==> src/rtl/cdc_handshake_tx.sv <==
// Source side of a 4-phase req/ack handshake that carries a held payload into another clock domain.
// Optional ack-timeout detection is built when CDC_HS_TX_TIMEOUT_EN is defined.
module cdc_handshake_tx #(
  parameter int WIDTH          = 32,
  parameter int TIMEOUT_CYCLES = 1024
) (
  input  logic             clk,
  input  logic             rst,
  input  logic             in_valid,
  input  logic [WIDTH-1:0] in_data,
  output logic             in_ready,
  output logic             tx_req,
  output logic [WIDTH-1:0] tx_data,
  input  logic             tx_ack_async,
  output logic             tx_done,
  output logic             timeout_err
);

  typedef enum logic [1:0] {
    IDLE    = 2'd0,
    REQ     = 2'd1,
    RELEASE = 2'd2
  } state_t;

  state_t           state_reg;
  state_t           state_next;
  logic             ack_meta_reg;
  logic             ack_sync_reg;
  logic             tx_req_reg;
  logic [WIDTH-1:0] tx_data_reg;
  logic             tx_done_reg;
  logic             load_word;
  logic             done_next;

  // The only place the far-domain ack is sampled.
  always_ff @(posedge clk or posedge rst) begin
    if (rst) begin
      ack_meta_reg <= 1'b0;
      ack_sync_reg <= 1'b0;
    end else begin
      ack_meta_reg <= tx_ack_async;
      ack_sync_reg <= ack_meta_reg;
    end
  end

  always_ff @(posedge clk or posedge rst) begin
    if (rst) begin
      state_reg <= IDLE;
    end else begin
      state_reg <= state_next;
    end
  end

  always_comb begin
    state_next = state_reg;
    case (state_reg)
      IDLE:    if (in_valid)      state_next = REQ;
      REQ:     if (ack_sync_reg)  state_next = RELEASE;
      RELEASE: if (!ack_sync_reg) state_next = IDLE;
      default:                    state_next = IDLE;
    endcase
  end

  always_comb begin
    in_ready  = (state_reg == IDLE) && !rst;
    load_word = (state_reg == IDLE) && in_valid;
    done_next = (state_reg == RELEASE) && !ack_sync_reg;
  end

  // Handshake outputs come straight from flops so the far side never sees glitches.
  always_ff @(posedge clk or posedge rst) begin
    if (rst) begin
      tx_req_reg  <= 1'b0;
      tx_data_reg <= '0;
      tx_done_reg <= 1'b0;
    end else begin
      tx_req_reg  <= (state_next == REQ);
      tx_done_reg <= done_next;
      if (load_word) begin
        tx_data_reg <= in_data;
      end
    end
  end

  assign tx_req  = tx_req_reg;
  assign tx_data = tx_data_reg;
  assign tx_done = tx_done_reg;

`ifdef CDC_HS_TX_TIMEOUT_EN
  localparam int TW = $clog2(TIMEOUT_CYCLES + 1);

  logic [TW-1:0] timer_reg;
  logic          timeout_reg;
  logic          waiting;
  logic          entering;

  assign waiting  = (state_reg == REQ) || (state_reg == RELEASE);
  assign entering = (state_next != state_reg) &&
                    ((state_next == REQ) || (state_next == RELEASE));

  // Counter saturates at its limit; the flag is raised in the same edge the count gets there.
  always_ff @(posedge clk or posedge rst) begin
    if (rst) begin
      timer_reg   <= '0;
      timeout_reg <= 1'b0;
    end else begin
      if (entering) begin
        timer_reg <= '0;
      end else if (waiting && (timer_reg != TW'(TIMEOUT_CYCLES - 1))) begin
        timer_reg <= timer_reg + TW'(1);
      end
      if (waiting && !entering && ((timer_reg + TW'(1)) == TW'(TIMEOUT_CYCLES - 1))) begin
        timeout_reg <= 1'b1;
      end
    end
  end

  assign timeout_err = timeout_reg;
`else
  logic unused_timeout_cfg;
  assign unused_timeout_cfg = (TIMEOUT_CYCLES > 0);
  assign timeout_err        = 1'b0;
`endif

endmodule

==> config.mk <==
export PLATFORM = sky130hd
export DESIGN_NAME = cdc_handshake_tx
export DESIGN_NICKNAME = d
export VERILOG_FILES = /design/src/rtl/cdc_handshake_tx.sv
export SDC_FILE = /design/constraint.sdc
export NUM_CORES = 1
export LEC_CHECK = 0
export BUFFER_PORTS_ARGS = -buffer_cell sky130_fd_sc_hd__buf_2
export CAP_MARGIN = 20
export CORE_ASPECT_RATIO = 0.8
export CORE_MARGIN = 2
export CORE_UTILIZATION = 44
export DETAILED_ROUTE_END_ITERATION = 8
export PLACE_DENSITY = 0.78
export SLEW_MARGIN = 10
export SYNTH_ARGS = -nofsm -noshare
export SYNTH_HDL_FRONTEND = slang
export SYNTH_SLANG_ARGS = --single-unit
==> constraint.sdc <==
create_clock -name clk -period 2.6 [get_ports clk]
set_input_delay 0.39 -clock clk [delete_from_list [all_inputs] [get_ports clk]]
set_output_delay 0.39 -clock clk [all_outputs]
set_load 0.05 [all_outputs]
# --- Yosys cells after proc, flatten, opt, wreduce, memory -nomap -nowiden ---
# Cells that the tools add are included.
word_totals:
  mem_bits_rw: 0
  romBits: 0
  latchBits: 0
  memories: 0
  inputBits: 36
  ff_bits: 38
  output_inout_bits: 36
op_classes:
  bitwise: 0
  n_reduce_logical: 6
  n_mux: 4
  multipliers: 0
  n_shift: 0
  n_addsub: 0
  eq_ne: 3
  n_div: 0
  n_lt_le_gt_ge: 0
op_table:
  columns: ["op", "n"]
  rows:
  - ["$mux W2", 3]
  - ["$pmux W2 S3", 1]
  - ["$eq A2 B1 Y1 const B", 2]
  - ["$logic_and A1 B1 Y1", 3]
  - ["$eq A2 B2 Y1 const B", 1]
  - ["$logic_not A1 Y1", 2]
  - ["$logic_not A2 Y1", 1]

# --- Logic depth before layout (Yosys ltp) ---
# Gate-level depths: netlist of run 1.
logic_depth:
  word_depth: 3
  depth_mapped: 3
  mapped_depth_nobuf: 2

# --- Worst setup path after synthesis of run 1 ---
# OpenSTA, ideal clock, no wires.
synth_path:
  kind: "reg-to-output"
  startpoint: "reg state_reg[1]"
  endpoint: "out in_ready"
  path_buffers: 0
  path_stages_with_launch: 2
  setup_slack_ns: 0.660
  t_arrival_ns: 1.550
  cell_sequence: "dfrtp_1 nor3_1"
synth_via:
  elab_chain_len: 2
synth_lines:
  columns: ["item", "line", "source"]
  rows:
  - ["start: declaration", "25", "state_t state_reg;"]
  - ["start signal: assignment", "50", "state_reg <= state_next;"]
  - ["$logic_not A2 Y1", "65", "in_ready = (state_reg == IDLE) && !rst;"]
  - ["$logic_and A1 B1 Y1", "65", null]
  - ["end: declaration", "11", "output logic in_ready,"]
# No other way between the ends.

# --- Worst setup path after layout of run 1 ---
# Ends and elaborated chain as after synthesis.

==> results of run 1 <==
-- worst paths after layout --
| path | startpoint | to | slack (ns) | cells after the start |
|---|---|---|---|---|
| max in group asynchronous | rst | tx_data[3] | 1.62 | 3 |
| max | state_reg[1] | in_ready | 0.97 | 2 |
| max reg2reg | state_reg[1] | tx_data[4] | 1.02 | 3 |
| min reg2reg | ack_meta_reg | ack_sync_reg | 0.35 | 0 |
| min | tx_ack_async | ack_meta_reg | 0.21 | 1 |
| min in group asynchronous | rst | ack_sync_reg | 0.26 | 2 |
-- area by class of cell --
type                            instances  area (sq um)  area share, %
Clock inverter                          1          5.00          0.264
Clock buffer                            7          86.3           4.56
Inverter                                1          3.75          0.198
Sequential cell                        38           951           50.2
Tap cell                               40          50.0           2.64
Timing Repair Buffer                   72           365           19.3
Multi-Input combinational cell         42           433           22.9
-- routing by layer --
layer  track usage, %  part of all wire (%)
met1             18.5                    40
met2             25.5                    48
met3             5.87                    10
met4             8.16                   1.9
met5                0                     0
-- cell families (layout without fill, tap and decap cells) --
| family | after synthesis | in the layout |
|---|---|---|
| and+or+nand+nor | 6 | 6 |
| buffers and inverters | 5 | 81 |
| other | 1 | 1 |
| DFF | 38 | 38 |
| xor gates and xnor gates | 1 | 1 |
| muxes | 32 | 32 |
| AOI/OAI and AO/OA | 2 | 2 |
-- cell usage after synthesis, drive strengths merged --
cell type / instances / area [sq um]
xor2: 1 / 8.76
nor3b: 2 / 26.3
inv: 1 / 3.75
mux2: 32 / 360
dfrtp: 38 / 951
nand2b: 2 / 12.5
and2: 1 / 6.26
a21oi: 2 / 10.0
conb: 1 / 3.75
nor3: 1 / 5.00
buf: 4 / 41.3
-- through the flow --
step / hold WS (ns) / instance area, sq um / std cells
final: 0.211 / 1890 / 201
after CTS: 0.202 / 1890 / 201
after detailed placement: 0.339 / 1800 / 193
after global routing: 0.203 / 1890 / 201
after global placement: 0.334 / 1800 / 193
after floorplan: 0.331 / 1430 / 85
-- placed cells by master, fill, tap and decap left out, types with 2 or more instances in the layout --
cell type  instances
nand2b_1           2
dfrtp_1           38
mux2_1             2
a21oi_1            2
mux2_2            30
buf_4              2
buf_2             70
clkbuf_8           6
==> summary.txt, run 1 <==
Status = complete, no violations
I/O pin total = 72
WP buf/inv = 1
Slew headroom = 47.1%
CP peak stage delay = 0.47 ns
Drt via density = 4.70
Final core occ = 61.4%
Hold Crit Class = primary input to register
Violation count after the first detailed-route iteration = 40
Site Rows = 18
Max reg flops = 32
Worst Clk Skew = 0.00639 ns
Via Count = 944
Cell family with most CP delay = flip-flops
Net count after synthesis = 121
Tcrit/Tclk final = 62.7%
Adder-cell share of the synthesized area = 0%
Clock slew at reported path FFs = 0.07 ns
Largest net degree at the start of global routing = 33
Period minus WS final = 1.63 ns
Setup tns final = 0 ns
Post-Syn Area = 0.00143 sq mm
Later-pin clock latency in the skew report = 0.28 ns
DRC = 0
Global-route wire length before repair = 4.03 mm
CP arrival = 1.24 ns
Final hold violation count = 0
Largest family of logic cells by synthesized area = multiplexers
Fillers = 258
Max Slew Vio Count = 0
Number of distinct library cells after synthesis = 14
Final worst slack = 0.969 ns
Die W = 67.7 um
Clock Sinks = 38
Setup Buffers After CTS = 0
Gpl congestion = 0.625
Area growth syn-to-layout = 32.6%
H-tree Lvls = 2
Die H = 55.0 um
Compound-Gate Fraction of Synth Area = 0.701%
CTS resizes = 0
Final ANT Viol Nets = 0
CP cell instances = nor3_1, buf_2
Gr usage total = 15.7%
Crit. End Element = primary output
Port Buffer Count = 70
Critical path peak fanout = 6
WL final = 2.63 mm
Sequential area share after synthesis = 66.5%
Synth Area in Simple Gates = 3.50%
Number of global-route vias before repair = 888
Max-cap violation count = 0
Req. time, crit path = 2.21 ns
Worst slew pin tran = 0.793 ns
Root buffer cell = clkbuf_8
Mux cell area share after synthesis = 25.2%
Average wire per standard cell = 13.1 um
Setup violations, final = 0
YS warnings = 0
CP max-delay cell = dfrtp_1
N_diodes = 0
Critical path class = register to primary output
CTS Buffer Depth = 2
DP Wirelength = 2.03 mm
CTS Hold Bufs = 0
RSZ-0062 raised after global routing = no
Die Footprint = 0.00372 sq mm
DRT Pass-1 Iters = 2
DP Worst Slack = 1.03 ns
Core area = 0.00309 sq mm
Gate Count Post-Synth = 85
Yosys reg bits = 38
Initial antenna violation count = 0
Inserted Clock Buffers = 5
Nets@finish = 196
Synth Area in XOR/XNOR = 0.613%
Syn avg cell area = 16.8 sq um
GRT Residual Overflow = 0
Fmax = 0.613 GHz
Crit start category = register
Ratio of cells with drive above 1 in the final layout = 68.3%
CTS tree = built
Starting Density = 46.3%
Power of run 1 is not shown: default switching activity piles up to over one toggle a cycle in this logic, so the estimate is an artifact.
==> run 2: changes to the inputs <==
ABC_AREA = 1   (was not set)
PLACE_DENSITY = 0.77   (was 0.78)
clock period = 1.6 ns   (was 2.6 ns; I/O delays follow)
==> run 2 against run 1 <==
Net effect: utilization grew 0.86 points; count of clock-buffer cells in the layout is the same; clock skew shrank 0.0042 ns.
==> summary.txt, run 2 <==
H-tree Lvls = 2
P_int = 2280 uW
Setup Buffers After CTS = 0
Number of distinct library cells after synthesis = 13
Clock Sinks = 38
Max-cap violation count = 0
Total design power = 4910 uW
N_diodes = 0
DRC = 0
Root buffer cell = clkbuf_8
WL final = 3.20 mm
CP max-delay cell = dlygate4sd3_1
CTS tree = built
Largest net degree at the start of global routing = 35
Mux cell area share after synthesis = 0%
Reg-to-reg startpoint = state_reg[1]
Critical path peak fanout = 2
I/O pin total = 72
Sequential area share after synthesis = 63.2%
Status = complete, no violations
Pwr per Cell Area = 2480 mW/mm^2
Crit start category = primary input
Fmax = 0.654 GHz
Starting Density = 47.4%
Seq pwr share = 33.0%
Critical path startpoint = rst
Largest family of logic cells by synthesized area = simple AND/OR/NAND/NOR gates
Post-Syn Area = 0.00150 sq mm
Most used cell, CP = buf_2
Primary FF master, synth = dfrtp_1
Global-route wire length before repair = 5.44 mm
Average wire per standard cell = 11.8 um
Die Footprint = 0.00390 sq mm
Critical path class = primary input to primary output
Area growth syn-to-layout = 31.4%
Later-pin clock latency in the skew report = 0.28 ns
Die W = 69.4 um
Net count after synthesis = 194
Sw power = 2630 uW
Post-synth ARST share = 100%
Hold Crit Class = primary input to register
DP Wirelength = 2.38 mm
Gpl congestion = 0.771
Number of global-route vias before repair = 1216
Drt via density = 4.66
YS warnings = 0
Syn avg cell area = 9.52 sq um
Reg-to-reg slack, setup = 0.34 ns
Initial antenna violation count = 0
CP peak stage delay = 0.53 ns
Critical Path Stages = 4
Crit. End Element = primary output
Ratio of cells with drive above 1 in the final layout = 36.8%
Gr usage total = 18.1%
Req. time, crit path = 1.36 ns
Worst Reg2Reg Path Length in Cells = 4
DRT Pass-1 Iters = 4
Synth Area in XOR/XNOR = 0%
Top-count cell post-synth = nand2_1
Adder-cell share of the synthesized area = 0%
Cell family with most CP delay = buffers and inverters
Site Rows = 18
Top-area cell type share of the netlist area = 63.2%
Core area = 0.00318 sq mm
Net Sw Frac = 53.5%
Setup tns final = 0 ns
CP arrival = 1.29 ns
Final ANT Viol Nets = 0
Synth top area cells = dfrtp_1, nand2_1, nand3_1
VDD IR max = 1.29 mV
Synth Area in Simple Gates = 30.7%
Port Buffer Count = 70
Crit Reg-Reg Endpoint = tx_data[29]
Yosys top cell by area = dfrtp_1
Violation count after the first detailed-route iteration = 83
EDFF count, synth = 0
CTS resizes = 0
GRT Residual Overflow = 0
Nets@finish = 266
CTS Hold Bufs = 1
Commonest non-fill, non-tap cells in the layout = buf_2, nand2_1, dfrtp_1, nand3_1, clkbuf_8
Inserted Clock Buffers = 5
Most common cell after layout, fill and taps aside = buf_2
Setup crit end = in_ready
CTS Buffer Depth = 2
Die H = 56.3 um
Gate Count Post-Synth = 158
Setup violations, final = 0
Tcrit/Tclk final = 95.5%
Yosys reg bits = 38
Compound-Gate Fraction of Synth Area = 0%
Gate power share = 53.6%
Worst Clk Skew = 0.00214 ns
Top post-synthesis cells by count = nand2_1, dfrtp_1, nand3_1
Clock share of power = 13.4%
Max reg flops = 32
CP cell instances = dlygate4sd3_1, buf_2, nor3_2, buf_2
Clock slew at reported path FFs = 0.07 ns
WP buf/inv = 3
Max Slew Vio Count = 0
P_leak = 0.00116 uW
Period minus WS final = 1.53 ns
Via Count = 1262
RSZ-0062 raised after global routing = no
Final hold violation count = 0
[run 2: cell count changes after synthesis, moves of 3 or more]
cell	change
nand2_1	+69
nand3_1	+32
mux2_2	-30
buf_2	+4
buf_4	+3
[run 2: kinds of logic after synthesis]
| kind of cell | Yosys count |
|---|---|
| buffers and inverters | 12 |
| other | 1 |
| and+or+nand+nor | 107 |
| DFF | 38 |
[run 2: worst min path at each step]
stage / start / end / slack (ns) / cells past startpoint
6_report: tx_ack_async / ack_meta_reg / 0.06 / 1
5_1_grt: tx_ack_async / ack_meta_reg / 0.04 / 1
4_1_cts: tx_ack_async / ack_meta_reg / 0.05 / 1
3_5_place_dp: rst / tx_data[7] / 0.23 / 2
3_3_place_gp: rst / tx_data[8] / 0.22 / 2
2_1_floorplan: tx_ack_async / ack_meta_reg / 0.27 / 0
[run 2: layout make-up]
type,instances,area (sq um)
flip-flops and latches,38,951
inverters,1,3.75
clock inverters,1,5.00
clock buffers,7,86.3
repair buffers,76,410
fillers,294,1200
multi-input cells,108,470
well taps,40,50.0
[run 2: stage by stage]
step                utilization (%)  worst slack [ns]  std cells  instance area (sq um)  hold slack (ns)
finish                         62.3            0.0718        271                   1980           0.0597
global placement               59.1             0.373        262                   1880            0.223
global route                   62.3            0.0280        271                   1980           0.0401
CTS                            62.3            0.0584        271                   1980           0.0533
floorplan                         -             0.246        158                   1510            0.271
detailed placement             59.1             0.343        262                   1880            0.230
[run 2: per-layer routing]
metal	part of all wire [%]	GRT usage, %
met1	46	22.6
met2	47	28.8
met3	4.3	5.03
met4	1.9	9.24
met5	0	0
[run 2: power groups by stage]
stage          Clock, uW  Combinational (uW)  Sequential (uW)
6_report             659                2630             1620
5_1_grt              724                2810             1670
4_1_cts              672                2650             1630
3_5_place_dp           0                2650             1640
3_3_place_gp           0                2620             1630
2_1_floorplan          0                 670             3040
[run 2: worst register-to-register path, cell delays in order, from the launching register on]
cell	delay, ns
dfrtp_1	0.44
nor2_4	0.26
nand2_4	0.26
nand2_1	0.15
nand2_1	0.05
(Power assumes the default switching activity.)
==> run 3: changes to the inputs <==
CORE_UTILIZATION = 45   (was 44)
PLACE_DENSITY = not set   (was 0.77)
PLACE_DENSITY_LB_ADDON = 0.15   (was not set)
clock period = 1.5 ns   (was 1.6 ns; I/O delays follow)
==> run 3 against run 2 <==
Net effect: global-route usage is 1.2 points higher; wire length is 1.1% higher; non-clock buffer count is 1 higher; critical endpoint unchanged; utilization is 0.54 points higher; largest cell class unchanged.
==> summary.txt, run 3 (synthesized netlist as in run 2, its figures left out) <==
VDD IR max = 1.66 mV
Core area = 0.00313 sq mm
Drt via density = 4.74
GRT Residual Overflow = 0
Setup tns final = 0 ns
DRC = 0
Req. time, crit path = 1.27 ns
Gate power share = 54.2%
Max reg flops = 32
CP arrival = 1.20 ns
Final ANT Viol Nets = 0
CTS Buffer Depth = 2
Min-delay src = tx_ack_async
Via Count = 1280
Fillers = 295
Global-route wire length before repair = 5.52 mm
Post-route cell area = 0.00197 sq mm
Starting Density = 48.0%
Clock Sinks = 38
Port Buffer Count = 70
CP max-delay cell = dfrtp_1
P_leak = 0.00115 uW
Average wire per standard cell = 12.0 um
Largest net degree at the start of global routing = 35
Violation count after the first detailed-route iteration = 56
Clock slew at reported path FFs = 0.07 ns
Site Rows = 18
Placed Area = 0.00187 sq mm
Die H = 55.7 um
Seq pwr share = 33.1%
Net Sw Frac = 53.4%
Status = complete, no violations
Later-pin clock latency in the skew report = 0.28 ns
RSZ-0062 raised after global routing = no
Critical path class = register to primary output
Initial antenna violation count = 0
Pwr per Cell Area = 2650 mW/mm^2
Worst Reg2Reg Path Length in Cells = 4
Clock share of power = 12.7%
DRT Pass-1 Iters = 4
Total design power = 5200 uW
I/O pin total = 72
N_diodes = 0
Final std cells w/o fill = 270
Tcrit/Tclk final = 94.9%
Area growth syn-to-layout = 30.7%
CP peak stage delay = 0.44 ns
Sw power = 2780 uW
P_int = 2420 uW
Ratio of cells with drive above 1 in the final layout = 37.0%
Inserted Clock Buffers = 5
Reg-to-reg startpoint = state_reg[1]
Die Footprint = 0.00382 sq mm
H-tree Lvls = 2
Max Slew Vio Count = 0
Crit. End Element = primary output
CTS tree = built
DP Wirelength = 2.48 mm
Gpl congestion = 0.686
Max-cap violation count = 0
Critical path peak fanout = 5
Placed Cells = 263
Worst Clk Skew = 0.00681 ns
Gr usage total = 19.3%
Fmax = 0.703 GHz
Crit start category = register
Setup crit end = in_ready
Period minus WS final = 1.42 ns
WL final = 3.23 mm
CP cell instances = nor3_2, clkbuf_4
Final hold violation count = 0
Nets@finish = 267
Die W = 68.6 um
Number of global-route vias before repair = 1231
WHS = 0.0543 ns
Crit Reg-Reg Endpoint = tx_data[12]
Hold Crit Class = primary input to register
Commonest non-fill, non-tap cells in the layout = nand2_1, buf_2, dfrtp_1, nand3_1
Reg-to-reg slack, setup = 0.22 ns
Setup violations, final = 0
Root buffer cell = clkbuf_8
Critical path startpoint = state_reg[1]
-- run 3: cell count changes in the layout (fill, tap and decap cells not counted), sizes merged --
cell    delta
clkinv     -1
-- run 3: worst min path at each step --
stage,slack [ns],cells past startpoint,to
6_report,0.05,1,ack_meta_reg
4_1_cts,0.05,1,ack_meta_reg
5_1_grt,0.05,1,ack_meta_reg
2_1_floorplan,0.26,0,ack_meta_reg
3_3_place_gp,0.24,2,state_reg[0]
3_5_place_dp,0.26,2,ack_sync_reg
-- run 3: metal layers --
metal	wire length [um]	up-vias	track usage, %
met1	1390	593	24.8
met3	216	4	5.06
met2	1610	42	31.3
li1	-	641	-
met5	0	-	0
met4	23	0	6.00
-- run 3: what timing repair did --
action / 4_1_cts / 5_1_grt
gates resized for setup: 0 / 1
setup buffers: 0 / 0
hold buffers: 1 / 0
setup endpoints to repair: 0 / 1
endpoints found under the hold margin: 9 / 0
-- run 3: stage by stage --
stage	utilization, %	setup slack, ns
floorplan	-	0.161
global placement	59.8	0.282
detailed placement	59.8	0.223
CTS	62.7	0.0198
global route	62.8	0.0136
finish	62.8	0.0769
-- run 3: cell type report --
cell class,count,area (sq um),share of cell area [%]
Sequential cell,38,951,48.4
Tap cell,40,50.0,2.55
Inverter,1,3.75,0.191
Clock buffer,6,82.6,4.20
Timing Repair Buffer,77,408,20.8
Multi-Input combinational cell,108,470,23.9
-- run 3: power by group through the flow --
stage                     logic, uW  registers [uW]  clock network (uW)
final                          2820            1720                 660
after global routing           3020            1790                 729
after CTS                      2850            1730                 688
after detailed placement       2850            1740                   0
after global placement         2810            1720                   0
after floorplan                 715            3240                   0
-- run 3: worst max-delay path: cells and delay by family (launching register included) --
family	cells	cell delay [ns]
DFF	1	0.44
buffers and inverters	1	0.26
and+or+nand+nor	1	0.21
